--- src/rtl/register_file.sv ---
// 32x32 general-purpose register file: two combinational read ports, one write port, entry 0 hardwired to zero.
// Latency: reads are zero-cycle; a write at edge N is visible just after edge N (no same-cycle bypass).
// Backpressure: none; every write is accepted on the edge it is presented.
module register_file #(
    parameter int DATA_WIDTH = 32,
    parameter int ADDR_WIDTH = 5
) (
    input  logic                  clock,
    input  logic                  reset_n,
    input  logic                  WriteRegister,
    input  logic [ADDR_WIDTH-1:0] ReadRegister1,
    input  logic [ADDR_WIDTH-1:0] ReadRegister2,
    input  logic [ADDR_WIDTH-1:0] WriteReg,
    input  logic [DATA_WIDTH-1:0] WriteData,
    output logic [DATA_WIDTH-1:0] ReadData1,
    output logic [DATA_WIDTH-1:0] ReadData2
);

    localparam int DEPTH = 2 ** ADDR_WIDTH;

    logic [DATA_WIDTH-1:0] regs_q [0:DEPTH-1];
    logic [DATA_WIDTH-1:0] regs_d [0:DEPTH-1];
    logic                  wr_en;

    assign wr_en = WriteRegister && (WriteReg != '0);

    always_comb begin
        regs_d = regs_q;
        if (wr_en) begin
            regs_d[WriteReg] = WriteData;
        end
        regs_d[0] = '0;
    end

    always_ff @(posedge clock or negedge reset_n) begin
        if (!reset_n) begin
            for (int i = 0; i < DEPTH; i++) begin
                regs_q[i] <= '0;
            end
        end else begin
            regs_q <= regs_d;
        end
    end

    // Index 0 is masked on read so it reads zero even before the first reset.
    assign ReadData1 = (ReadRegister1 == '0) ? '0 : regs_q[ReadRegister1];
    assign ReadData2 = (ReadRegister2 == '0) ? '0 : regs_q[ReadRegister2];

endmodule

--- config.mk ---
export PLATFORM = sky130hd
export DESIGN_NAME = register_file
export DESIGN_NICKNAME = d
export VERILOG_FILES = /design/src/rtl/register_file.sv
export SDC_FILE = /design/constraint.sdc
export NUM_CORES = 2
export LEC_CHECK = 0
export CORE_MARGIN = 2
export CORE_UTILIZATION = 60
export DETAILED_ROUTE_END_ITERATION = 8
export DONT_BUFFER_PORTS = 1
export PLACE_DENSITY_LB_ADDON = 0.08
export REMOVE_ABC_BUFFERS = 1
export SLEW_MARGIN = 20
export SYNTH_ARGS = -nofsm -noshare
export SYNTH_HDL_FRONTEND = slang
export SYNTH_SLANG_ARGS = --single-unit
--- constraint.sdc ---
create_clock -name clock -period 3.1 [get_ports clock]
set_input_delay 0.62 -clock clock [delete_from_list [all_inputs] [get_ports clock]]
set_output_delay 0.62 -clock clock [all_outputs]
set_load 0.005 [all_outputs]
==> Word level (Yosys, flattened, before mapping) <==
Index checks and enable logic that the tools add are counted.
{ "word_totals": {"regBits": 992, "out_inout_bits": 64, "wordCells": 54} }
{ "op_classes": {"n_lt_le_gt_ge": 4, "mux": 11, "bitwise": 3, "reduce_logical": 5} }
{ "op_table": {"columns": ["op", "count"], "rows": [
  ["$bwmux 1024", 1],
  ["$bmux 32 s5", 2],
  ["$mux 32", 7],
  ["$demux 32 s5", 1],
  ["$ge 6x6->1 const B", 3],
  ["$not 5->6", 3],
  ["$logic_not 5->1", 2],
  ["$lt 6x1->1 const B", 1],
  ["$reduce_bool 5->1", 1],
  ["$logic_and 1x1->1", 2]
]} }

==> Depth between registers and ports, before layout <==
{ "depth": {"word_depth": 6, "depth_mapped": 9} }

==> Worst setup path after synthesis <==
No wires, ideal clock.
{ "synth_timing": {"path_kind": "input to output", "from": "input ReadRegister1[0]", "to": "output ReadData1[29]", "arrival_ns": 2.090, "slack_ns": 0.390, "stages": 8, "path_cell_list": "buf_4 > buf_2 > buf_4 > mux4_2 > nand2_1 > nand2_1 > o211ai_1 > o21ai_0"} }
{ "synth_via": {"elab_chain_cells": 5} }
{ "synth_lines": {"columns": ["item", "line_no", "source"], "rows": [
  ["start, declared", "11", "input logic [ADDR_WIDTH-1:0] ReadRegister1,"],
  ["$not 5->6 (not written as such)", "46", "assign ReadData1 = (ReadRegister1 == '0) ? '0 : regs_q[ReadRegister1];"],
  ["$bmux 32 s5", "46", null],
  ["$mux 32 (not written as such) (2 in a row)", "46", null],
  ["$mux 32 (*)", "46", null],
  ["end, declared", "15", "output logic [DATA_WIDTH-1:0] ReadData1,"]
]} }
Mark *: on every way between the ends. The rest lies on a longest branch, timed or not. The select of a mux whose other input is x is not followed.

==> Final worst setup path <==
{ "layout_timing": {"from": "input ReadRegister2[0]", "to": "output ReadData2[9]"} }
{ "layout_via": {"elab_chain_cells": 5} }
{ "layout_lines": {"columns": ["item", "line_no", "source"], "rows": [
  ["start, declared", "12", "input logic [ADDR_WIDTH-1:0] ReadRegister2,"],
  ["$not 5->6 (not written as such)", "47", "assign ReadData2 = (ReadRegister2 == '0) ? '0 : regs_q[ReadRegister2];"],
  ["$bmux 32 s5", "47", null],
  ["$mux 32 (not written as such) (2 in a row)", "47", null],
  ["$mux 32 (*)", "47", null],
  ["end, declared", "16", "output logic [DATA_WIDTH-1:0] ReadData2"]
]} }
Marks and branches as above.

==> reports/metrics.cfg <==
[global_route]
grt_pass1_vias = 36100
use_met1_pct = 49.7
use_met3_pct = 7.30
track_usage_pct = 34.8
busiest_layer = met2
antenna_found_initial = 0
grt_overflow_total = 0
use_met2_pct = 54.6
grt_pass1_wl_mm = 236
grt_start_max_net_pins = 993

[floorplanning]
die_width_um = 303
core_area_sq_um = 88500
dieArea_sq_um = 91700
start_util_pct = 60.5
io_pins = 114
die_y_um = 303
rows = 109

[clock_network]
cts_root_buf = clkbuf_16
cts.clk_slew.worst_paths_ns = 0.06
cts_buffers = 106
cts.path.max_buffers = 3
cts_tree = done
htree_levels = 3
clkSinkCount = 992
post_cts_buffers = 0
insertion_delay_ns = 0.68
cts_resized = 0

[yosys]
avgSynthCellArea_sq_um = 14.2
async_flop_share_pct = 100
synth_cells = 3763
synthFlopType = dfrtp_1
yosys_warnings = 0
syn_area_sq_um = 53600
synth_area_leaders = dfrtp_1 (46%), mux2_2 (22%), mux4_2 (16%), mux2i_1 (3.3%), nand2_1 (1.4%)
synth-seq-area-share_pct = 46.3
yosys.area.top_type_share_pct = 46.3
yosys.area.top_type = dfrtp_1
ys_ff_latch = 992
ys_types = 47
synth_edf_count = 0

[critical_path]
cpMaxStageDelayCell = mux4_2
cp_top_family = multiplexers
cp_max_fo = 264
crit_path_start = ReadRegister2[0]
critPathLaunchType = input pin
cp.required_ns = 2.48
crit_chain = mux4_2 > mux2i_1 > o32a_1 > o221ai_1
cp.arrival_ns = 2.70
endpoint_kind = output pin
critPathMaxStageDelay_ns = 0.83
r2r-start = regs_q[124]
critical_path_class = in -> out
crit_buf_inv = 0

[sta]
setup_viol = 27
fmax_mhz = 301
fin_ws_ns = -0.220
period_needed_ns = 3.32
worst_pin_slew_ns = 1.27
fin_hold_ws_ns = -0.0351
tns_ns = -2.45
fin_crit_sh_pct = 107
drv_slew = 0
rsz0062_at_grt = no
fin_skew_ns = 0
hold_viol = 45
slew_headroom_pct = 15.5

[finish]
syn2layout_area_growth_pct = 8.32
regMostFlops = regs_q
finish.instance_area_sq_um = 58000
fin_nets = 3644
final_core_util_pct = 65.6
largest_register_ffs = 992
reg_top3 = regs_q (992)
insertedDiodeCount = 0
layout_commonest_cell = mux2_2
final_cell_mix = mux2_2 (1064), dfrtp_1 (992), mux4_2 (389), nand2_1 (179), mux2i_1 (177)
drive_gt1_share_pct = 48.5

[routing]
drt_first_pass_iters = 9
wl_per_cell_um = 32.5
ant_nets = 0
via_per_inst = 7.19
drc = 8
drt-total-wl_mm = 158
drt_iter0_drc = 3203
num_vias = 34800

[run]
maxCapViolCount = 0

[power_and_ir_drop]
power_leakage_nw = 25.2
finalPower_mw = 37.5
p_per_area_nw_per_um2 = 646
irDropWorstVdd_mv = 0.560

[place]
hpwl_mm = 85.1
routabilityCongestion = 0.818
placed_cell_area_sq_um = 54300
portBuffers = 0

[worst_hold_path]
hold_path_class = in -> async

[run_status]
status = finished with violations
violations = DRC, hold timing, setup timing

==> path summary, 6_finish.rpt <==
| path | slack, ns | to | cells after the start |
|---|---|---|---|
| max | -0.22 | ReadData2[9] | 4 |
| min | -0.04 | regs_q[71] | 1 |
| max reg2reg | 2.28 | regs_q[124] | 1 |
| min reg2reg | 0.52 | regs_q[568] | 1 |
| max in group asynchronous | 0.82 | regs_q[146] | 3 |
| min in group clock | 0.08 | regs_q[153] | 1 |
==> per-stage QoR <==
stage	cells	worst slack, ns
floorplan	3366	-0.346
global placement	4644	0.321
detailed placement	4644	0.349
CTS	4838	0.0767
global route	4845	0.0152
finish	4845	-0.220
==> synthesized netlist by cell type (all sizes together) (35+ instances only) <==
master and number:
dfrtp 992, buf 221, nand2 195, nor2b 57
nor3 35, o211ai 44, a21oi 109, nand3 40
clkbuf 176, a221oi 54, mux4 400, mux2 1065
o21ai 41, mux2i 177, nor2 61
==> per-layer routing <==
metal	share of wire [%]	wire, um
met2	47	74400
met5	0	0
met3	8.2	12900
met4	2.9	4550
met1	42	65800
==> report_power, final <==
part	leakage [nW]	total (mW)	switching, mW	internal, mW
registers	12.7	17.5	1.95	15.5
logic	10.8	7.07	2.47	4.60
clock network	1.74	13.0	5.40	7.56
==> area by class of cell <==
type	instances	area (sq um)
Multi-Input combinational cell	2369	27000
Clock buffer	149	2990
Fill cell	6342	30500
Tap cell	1165	1460
Inverter	5	21.3
Sequential cell	992	24800
Timing Repair Buffer	120	1210
Clock inverter	45	524
==> logic make-up (layout without fill, tap and decap cells) <==
family	count (synthesis)	after routing	synth area share, %
flops	992	992	46.3
mux	1642	1642	42.6
buf+inv	402	319	3.62
compound gates	315	315	3.99
simple gates	412	412	3.48
No activity file was read; power rests on OpenSTA's default activity.
